==> src/rtl/fighter_anim_pkg.sv <==
// Shared types and screen constants for the fighter animation sequencer.
// Optional feature macro: FIGHTER_PUNCH_QUEUE_EN (one-deep punch queue).
package fighter_anim_pkg;

  typedef enum logic {
    ANIM_IDLE  = 1'b0,
    ANIM_PUNCH = 1'b1
  } anim_state_t;

  localparam int HITBOX_W_DEF = 80;
  localparam int HITBOX_H_DEF = 160;
  localparam int H_ACTIVE     = 640;
  localparam int V_ACTIVE     = 480;

endpackage

==> src/rtl/hitbox_mapper.sv <==
// Registered compare/subtract stage turning scan coordinates into
// hitbox-local coordinates, clipped to the visible screen.
module hitbox_mapper
  import fighter_anim_pkg::*;
#(
  parameter int HITBOX_W = HITBOX_W_DEF,
  parameter int HITBOX_H = HITBOX_H_DEF
) (
  input  logic       vga_clk,
  input  logic       Reset,
  input  logic [9:0] px,
  input  logic [9:0] py,
  input  logic [9:0] DrawX,
  input  logic [9:0] DrawY,
  input  logic       blank,
  output logic       in_box,
  output logic [6:0] local_x,
  output logic [7:0] local_y
);

  logic [10:0] x_w, y_w, px_w, py_w, x_end, y_end;
  logic        in_x, in_y;
  logic        in_box_d, in_box_q;
  logic [6:0]  local_x_d, local_x_q;
  logic [7:0]  local_y_d, local_y_q;

  // Widened to 11 bits so px+W never wraps near the right/bottom edge.
  assign x_w   = {1'b0, DrawX};
  assign y_w   = {1'b0, DrawY};
  assign px_w  = {1'b0, px};
  assign py_w  = {1'b0, py};
  assign x_end = px_w + 11'(HITBOX_W);
  assign y_end = py_w + 11'(HITBOX_H);

  // NOTE: every output of a combinational block gets a default first so no latch is inferred.
  always_comb begin
    in_x      = (x_w >= px_w) && (x_w < x_end) && (x_w < 11'(H_ACTIVE));
    in_y      = (y_w >= py_w) && (y_w < y_end) && (y_w < 11'(V_ACTIVE));
    in_box_d  = blank & in_x & in_y;
    local_x_d = '0;
    local_y_d = '0;
    if (in_box_d) begin
      local_x_d = 7'(DrawX - px);
      local_y_d = 8'(DrawY - py);
    end
  end

  // NOTE: sequential state uses non-blocking assignments so all flops update together.
  always_ff @(posedge vga_clk) begin
    if (Reset) begin
      in_box_q  <= 1'b0;
      local_x_q <= '0;
      local_y_q <= '0;
    end else begin
      in_box_q  <= in_box_d;
      local_x_q <= local_x_d;
      local_y_q <= local_y_d;
    end
  end

  assign in_box  = in_box_q;
  assign local_x = local_x_q;
  assign local_y = local_y_q;

endmodule

==> src/rtl/fighter_anim_seq.sv <==
// Idle/punch animation sequencer with frame-aligned shadow registers.
// Optional feature macro: FIGHTER_PUNCH_QUEUE_EN (queue one punch during PUNCH).
module fighter_anim_seq
  import fighter_anim_pkg::*;
#(
  parameter int HITBOX_W     = HITBOX_W_DEF,
  parameter int HITBOX_H     = HITBOX_H_DEF,
  parameter int IDLE_FRAMES  = 4,
  parameter int IDLE_HOLD    = 8,
  parameter int PUNCH_FRAMES = 3,
  parameter int PUNCH_HOLD   = 4
) (
  input  logic       vga_clk,
  input  logic       Reset,
  input  logic       frame_start,
  input  logic [9:0] DrawX,
  input  logic [9:0] DrawY,
  input  logic       blank,
  input  logic [9:0] pos_x,
  input  logic [9:0] pos_y,
  input  logic       facing_left,
  input  logic       punch_req,
  output logic       anim_state,
  output logic [1:0] frame_idx,
  output logic       mirror,
  output logic       hit_window,
  output logic [6:0] local_x,
  output logic [7:0] local_y,
  output logic       in_box
);

  localparam logic [3:0] IDLE_HOLD_LAST   = 4'(IDLE_HOLD - 1);
  localparam logic [3:0] PUNCH_HOLD_LAST  = 4'(PUNCH_HOLD - 1);
  localparam logic [1:0] IDLE_FRAME_LAST  = 2'(IDLE_FRAMES - 1);
  localparam logic [1:0] PUNCH_FRAME_LAST = 2'(PUNCH_FRAMES - 1);

  anim_state_t state_q, state_d;
  logic [1:0]  idx_q, idx_d;
  logic [3:0]  hold_q, hold_d;
  logic        armed_q, armed_d;
  logic [9:0]  px_q, px_d, py_q, py_d;
  logic        facing_q, facing_d;
`ifdef FIGHTER_PUNCH_QUEUE_EN
  logic        queued_q, queued_d;
`endif

  always_comb begin
    state_d  = state_q;
    idx_d    = idx_q;
    hold_d   = hold_q;
    armed_d  = armed_q;
`ifdef FIGHTER_PUNCH_QUEUE_EN
    queued_d = queued_q;
`endif
    // Shadow copies only move at vertical blank so a frame never tears.
    px_d     = frame_start ? pos_x       : px_q;
    py_d     = frame_start ? pos_y       : py_q;
    facing_d = frame_start ? facing_left : facing_q;

    unique case (state_q)
      ANIM_IDLE: begin
        if (frame_start) begin
          if (armed_q | punch_req) begin
            state_d = ANIM_PUNCH;
            idx_d   = '0;
            hold_d  = '0;
            armed_d = 1'b0;
          end else if (hold_q == IDLE_HOLD_LAST) begin
            hold_d = '0;
            idx_d  = (idx_q == IDLE_FRAME_LAST) ? 2'd0 : idx_q + 2'd1;
          end else begin
            hold_d = hold_q + 4'd1;
          end
        end else if (punch_req) begin
          armed_d = 1'b1;
        end
      end
      ANIM_PUNCH: begin
`ifdef FIGHTER_PUNCH_QUEUE_EN
        if (punch_req) queued_d = 1'b1;
`endif
        if (frame_start) begin
          if (hold_q == PUNCH_HOLD_LAST) begin
            hold_d = '0;
            if (idx_q == PUNCH_FRAME_LAST) begin
              idx_d   = '0;
`ifdef FIGHTER_PUNCH_QUEUE_EN
              if (queued_q | punch_req) begin
                state_d  = ANIM_PUNCH;
                queued_d = 1'b0;
              end else begin
                state_d = ANIM_IDLE;
              end
`else
              state_d = ANIM_IDLE;
`endif
            end else begin
              idx_d = idx_q + 2'd1;
            end
          end else begin
            hold_d = hold_q + 4'd1;
          end
        end
      end
      default: state_d = ANIM_IDLE;
    endcase
  end

  always_ff @(posedge vga_clk) begin
    if (Reset) begin
      state_q  <= ANIM_IDLE;
      idx_q    <= '0;
      hold_q   <= '0;
      armed_q  <= 1'b0;
      px_q     <= '0;
      py_q     <= '0;
      facing_q <= 1'b0;
`ifdef FIGHTER_PUNCH_QUEUE_EN
      queued_q <= 1'b0;
`endif
    end else begin
      state_q  <= state_d;
      idx_q    <= idx_d;
      hold_q   <= hold_d;
      armed_q  <= armed_d;
      px_q     <= px_d;
      py_q     <= py_d;
      facing_q <= facing_d;
`ifdef FIGHTER_PUNCH_QUEUE_EN
      queued_q <= queued_d;
`endif
    end
  end

  assign anim_state = state_q;
  assign frame_idx  = idx_q;
  assign mirror     = facing_q;
  assign hit_window = (state_q == ANIM_PUNCH) && (idx_q == 2'd1);

  hitbox_mapper #(
    .HITBOX_W(HITBOX_W),
    .HITBOX_H(HITBOX_H)
  ) u_mapper (
    .vga_clk (vga_clk),
    .Reset   (Reset),
    .px      (px_q),
    .py      (py_q),
    .DrawX   (DrawX),
    .DrawY   (DrawY),
    .blank   (blank),
    .in_box  (in_box),
    .local_x (local_x),
    .local_y (local_y)
  );

endmodule

==> config.mk <==
export PLATFORM = sky130hd
export DESIGN_NAME = fighter_anim_seq
export DESIGN_NICKNAME = d
export VERILOG_FILES = /design/src/rtl/fighter_anim_pkg.sv /design/src/rtl/hitbox_mapper.sv /design/src/rtl/fighter_anim_seq.sv
export SDC_FILE = /design/constraint.sdc
export NUM_CORES = 1
export LEC_CHECK = 0
export ABC_AREA = 1
export CAP_MARGIN = 10
export CORE_UTILIZATION = 40
export DETAILED_ROUTE_END_ITERATION = 10
export GPL_TIMING_DRIVEN = 0
export HOLD_SLACK_MARGIN = 0.08
export PLACE_DENSITY_LB_ADDON = 0.15
export SLEW_MARGIN = 25
export SYNTH_ARGS = -nofsm -noshare
export SYNTH_HDL_FRONTEND = slang
export SYNTH_SLANG_ARGS = --single-unit
==> constraint.sdc <==
create_clock -name vga_clk -period 3 [get_ports vga_clk]
set_input_delay 0.6 -clock vga_clk [delete_from_list [all_inputs] [get_ports vga_clk]]
set_output_delay 0.6 -clock vga_clk [all_outputs]
set_load 0.05 [all_outputs]
## After elaboration in Yosys (flattened, before gate mapping)

Index checks and enable logic that the tools add are counted.

- Register bits: 45
- Bits of input ports: 46
- Output and inout bits: 21
- Logic and storage cells: 70

- $add $sub $neg: 6
- Order comparisons: 6
- Eq/ne operators: 10
- Muxes and demuxes: 23
- Bitwise operators: 5
- Reduce and logical (&&, ||, !) cells: 10

Operators by type and width:

| cell | count |
|---|---|
| $lt A10 B11 Y1 | 2 |
| $ge A10 B10 Y1 | 2 |
| $mux W4 | 5 |
| $mux W2 | 7 |
| $add A10 B7 Y11 const B | 1 |
| $add A10 B8 Y11 const B | 1 |
| $lt A10 B10 Y1 const B | 1 |
| $lt A10 B9 Y1 const B | 1 |
| $mux W1 | 8 |
| $pmux W4 S2 | 1 |
| $sub A8 B8 Y8 | 1 |
| $sub A7 B7 Y7 | 1 |
| $logic_and A1 B1 Y1 | 5 |
| $add A4 B1 Y4 const B | 1 |
| $eq A2 B2 Y1 const B | 2 |
| $eq A4 B2 Y1 const B | 1 |
| $eq A4 B3 Y1 const B | 1 |
| $ne A2 B1 Y1 const B | 2 |
| $ne A2 B2 Y1 const B | 2 |
| $pmux W2 S2 | 1 |
| $reduce_and A4 Y1 | 1 |
| $ne A3 B3 Y1 const B | 1 |
| $reduce_and A3 Y1 | 1 |
| $add A2 B1 Y2 const B | 1 |
| 8 further kinds | 10 |

## Logic depth before layout (Yosys ltp)

- Word-level depth: 8
- Depth in mapped cells: 13

## Cells and area by module

Synthesis repeated with hierarchy kept, for this count alone.

- Cells, all modules: 414
- Area, all modules: 2,969.1 µm²

Modules (own cells, without submodules):

| module | times used | cells an instance | area an instance (µm²) | seq. area each (µm²) |
|---|---|---|---|---|
| hitbox_mapper | 1 | 256 | 1,757.9 | 320.3 |
| fighter_anim_seq | 1 | 158 | 1,211.2 | 580.6 |

## Worst setup path after synthesis

OpenSTA, ideal clock, no wires.

- Kind: input-to-reg
- Start point: in DrawX[0]
- End point: reg u_mapper.local_y_q[1] (netlist: u_mapper.local_y[1])
- Library setup time: 0.061 ns
- Data arrival time: 1.997 ns
- Required time: 2.939 ns
- Slack: 0.941 ns
- Stages: 10
- Path through: inv_1 > ha_1 > fa_1 > nand3b_1 > nand3_1 > nor2_1 > a21oi_4 > nand3_4 > buf_12 > nor2_4

- Word-level cells in the longest chain between the ends: 7
- Elaborated cells between the ends (all ways): 9
- Those cells by class: order compare: 3; bitwise: 3; reduce/logical: 3

Ends and longest elaborated chain:

| item | line | source |
|---|---|---|
| start, declared | fighter_anim_seq.sv:16 | `input logic [9:0] DrawX,` |
| $lt A10 B11 Y1 / $ge A10 B10 Y1 (equally long branches) | hitbox_mapper.sv:37 | `in_x = (x_w >= px_w) && (x_w < x_end) && (x_w < 11'(H_ACTIVE));` |
| $logic_and A1 B1 Y1 | hitbox_mapper.sv:37 |  |
| $logic_and A1 B1 Y1 (*) | hitbox_mapper.sv:37 |  |
| $and A1 B1 Y1 (*) (2 in series) | hitbox_mapper.sv:39 | `in_box_d = blank & in_x & in_y;` |
| $not A1 Y1 (no line) (*) | -- |  |
| $reduce_or A2 Y1 (no line) (*) | -- |  |
| end signal, assigned | hitbox_mapper.sv:57 | `local_y_q <= local_y_d;` |
| end, declared | hitbox_mapper.sv:25 | `logic [7:0] local_y_d, local_y_q;` |

Every way passes the cells marked *; elsewhere a longest branch is shown, timed or not.
A chain may end at the register's enable or synchronous reset.

## Worst setup path after layout

- Start point: reg idx_q[1] (netlist: frame_idx[1])
- End point: out hit_window

- Word-level cells in the longest chain between the ends: 2

Ends and longest elaborated chain:

| item | line | source |
|---|---|---|
| start, declared | fighter_anim_seq.sv:38 | `logic [1:0] idx_q, idx_d;` |
| start signal, assigned | fighter_anim_seq.sv:123 | `idx_q <= idx_d;` |
| $eq A2 B1 Y1 | fighter_anim_seq.sv:138 | `assign hit_window = (state_q == ANIM_PUNCH) && (idx_q == 2'd1);` |
| $logic_and A1 B1 Y1 | fighter_anim_seq.sv:138 |  |
| end, declared | fighter_anim_seq.sv:26 | `output logic hit_window,` |

No other way between the ends.

==> flow_summary.json <==
{
  "outcome": "complete, no violations",
  "syn_area_sq_mm": 0.00291,
  "grt_first_pass_wirelength_um": 10600,
  "peakVddDrop_mv": 0.172,
  "worst_ep_required_time_ns": 2.40,
  "wirelength_um": 6390,
  "num_rows": 30,
  "met3_usage_pct": 3.51,
  "hold_path.class": "reg -> reg",
  "first_pass_iters": 4,
  "whs_endpoint": "py_q[4]$_SDFFE_PP0P_",
  "cts_inserted_buffers": 5,
  "cts_hold_buf": 0,
  "min_from": "py_q[4]$_SDFFE_PP0P_",
  "final_nets": 534,
  "die_w_um": 87.3,
  "cp-end-kind": "primary output",
  "core_area_sq_mm": 0.00691,
  "grt_usage_pct": 17.8,
  "synth-xor-area-share_pct": 5.42,
  "overflow": 0,
  "fp.dieArea_sq_mm": 0.00762,
  "power.density_mw_per_mm2": 391,
  "grt_max_degree": 14,
  "min_period_over_period_pct": 80.9,
  "ys_seq_elements": 45,
  "ys_seq_area_share_pct": 31.0,
  "cap_violations": 0,
  "synth_simple_gate_area_share_pct": 22.1,
  "synth_fa_ha_area_share_pct": 18.1,
  "startpoint": "frame_idx[1]$_SDFFE_PP0P_",
  "final.min_clock_period_ns": 2.43,
  "rsz0062_at_grt": "false",
  "post_cts_buffers": 0,
  "root_buffer": "clkbuf_8",
  "hold_path_depth": 2,
  "hold_viol": 0,
  "start_util_pct": 42.1,
  "top_usage_layer": "met2",
  "drive_gt1_share_pct": 7.81,
  "max_slew_margin_pct": 66.8,
  "cts.path.max_buffers": 2,
  "fin_area_sq_mm": 0.00376,
  "dr_total_vias": 2539,
  "antenna_found_initial": 0,
  "vias_per_cell": 4.67,
  "synth_top_family_by_area": "simple AND/OR/NAND/NOR gates",
  "r2r_start": "px_q[4]$_SDFFE_PP0P_",
  "cts_tree": "built",
  "worstMarginPinSlew_ns": 0.497,
  "insertion_delay_ns": 0.29,
  "synth_area_leaders": "dfxtp_1, ha_1, nand2_1",
  "grtUsageMet1_pct": 24.2,
  "pin_count": 67,
  "grt_pass1_vias": 2377,
  "tns_ns": 0,
  "worst-r2r-cell-count": 12,
  "regToRegSetupSlack_ns": 0.73,
  "syn_inst": 375,
  "drc": 0,
  "clock_sinks": 45,
  "p_leak_nw": 1.68,
  "synthTopCellsByCount": "nand2_1, inv_1, dfxtp_1",
  "yosysWarnings": 0,
  "synth-edff-count": 0,
  "dp_hpwl_um": 5190,
  "worstPathMaxFanout": 4,
  "synth_compound_area_share_pct": 14.5,
  "wire_per_inst_um": 11.8,
  "fillCellCount": 705,
  "yosysUniqueCellTypes": 32,
  "syn_nets": 462,
  "r2r_end": "u_mapper.local_y[6]$_SDFF_PP0_",
  "final_max_slew_viol_count": 0,
  "clkTransAtPathRegs_ns": 0.09,
  "crit_type": "reg -> out",
  "syn2layout_area_growth_pct": 29.3,
  "yosysMostFrequentCell": "nand2_1",
  "yosysTopAreaCell": "dfxtp_1",
  "fmax_ghz": 0.412,
  "place.gp.congestion": 0.849,
  "synth_top_flop_cell": "dfxtp_1",
  "ys_async_sr_fraction_pct": 0,
  "drt_iter0_drc": 71,
  "grt_use_met2_pct": 28.8,
  "crit_arrival_ns": 1.83,
  "synth.top_cell.area_share_pct": 31.0,
  "finalSetupViolCount": 0,
  "antenna_cells": 0,
  "port_buffers": 65,
  "die_h_um": 87.3,
  "skew_ns": 0.00746,
  "syn_area_per_cell_sq_um": 7.76,
  "ant_nets": 0,
  "muxShareOfSynthArea_pct": 0,
  "cp-start-kind": "register",
  "cts_resized": 0,
  "htree_levels": 2,
  "post_dp_cell_area_sq_mm": 0.00368
}
## registers in the layout, indices dropped and copies added, names as in the netlist
| register | cells |
|---|---|
| mirror | 1 |
| u_mapper.local_x | 7 |
| u_mapper.in_box | 1 |
| px_q | 10 |
| hold_q | 4 |
| anim_state | 1 |
| frame_idx | 2 |
| py_q | 10 |
| armed_q | 1 |
| u_mapper.local_y | 8 |
## worst max-delay path, stage by stage (launching register included)
cell and delay, ns:
dfxtp_1 0.35, inv_1 0.13, ha_1 0.16, nand2_1 0.05, inv_1 0.05, clkdlybuf4s50_1 0.79
## worst max-delay path by stage
stage,cells after the start,end
after global placement,11,u_mapper.local_y[0]$_SDFF_PP0_
final,5,hit_window
after global routing,5,hit_window
after detailed placement,12,u_mapper.local_y[6]$_SDFF_PP0_
after CTS,5,hit_window
after floorplan,10,u_mapper.local_y[1]$_SDFF_PP0_
## area by class of cell
class / instances / area [sq um] / area share (%)
Buffer: 9 / 53.8 / 1.43
Clock buffer: 6 / 72.6 / 1.93
Clock inverter: 2 / 10.0 / 0.266
Inverter: 54 / 203 / 5.39
Multi-Input combinational cell: 267 / 1750 / 46.6
Sequential cell: 45 / 901 / 23.9
Tap cell: 96 / 120 / 3.19
Timing Repair Buffer: 65 / 651 / 17.3
## layout by cell type, fill, tap and decap left out, drive strengths merged, types with 3 or more instances in the layout
master / n
clkdlybuf4s50: 65
nand2: 59
inv: 54
nor2: 46
dfxtp: 45
a21oi: 40
ha: 39
o21ai: 31
xor2: 16
nand3: 13
clkbuf: 13
nor3: 4
nand4: 4
nand3b: 3
## metal layers
layer,routed length (um),part of all wire [%],up-vias
met1,3180,50,1130
met5,0,0,-
met2,2840,44,52
met3,308,4.8,6
li1,-,-,1351
met4,64,1.0,0
## cell families after synthesis
family,after synthesis
adders and majority gates,41
and+or+nand+nor,131
buffers and inverters,63
xor gates and xnor gates,18
DFF,45
AOI/OAI and AO/OA,77
## per-stage QoR
step / setup WS (ns) / std cells / total power [mW] / hold slack (ns) / utilization [%]
4_1_cts: 0.556 / 544 / 1.49 / 0.469 / 54.5
6_report: 0.572 / 544 / 1.47 / 0.468 / 54.5
2_1_floorplan: 0.941 / 375 / 0.977 / 0.437 / -
3_3_place_gp: 0.316 / 536 / 1.11 / 0.453 / 53.3
3_5_place_dp: 0.305 / 536 / 1.12 / 0.457 / 53.3
5_1_grt: 0.456 / 544 / 1.58 / 0.512 / 54.5
## power by group
part	total, mW	internal (mW)	switching (mW)
logic	0.460	0.197	0.263
registers	0.646	0.625	0.0208
clock network	0.365	0.162	0.203
total	1.47	0.984	0.487
(Power assumes the default switching activity.)
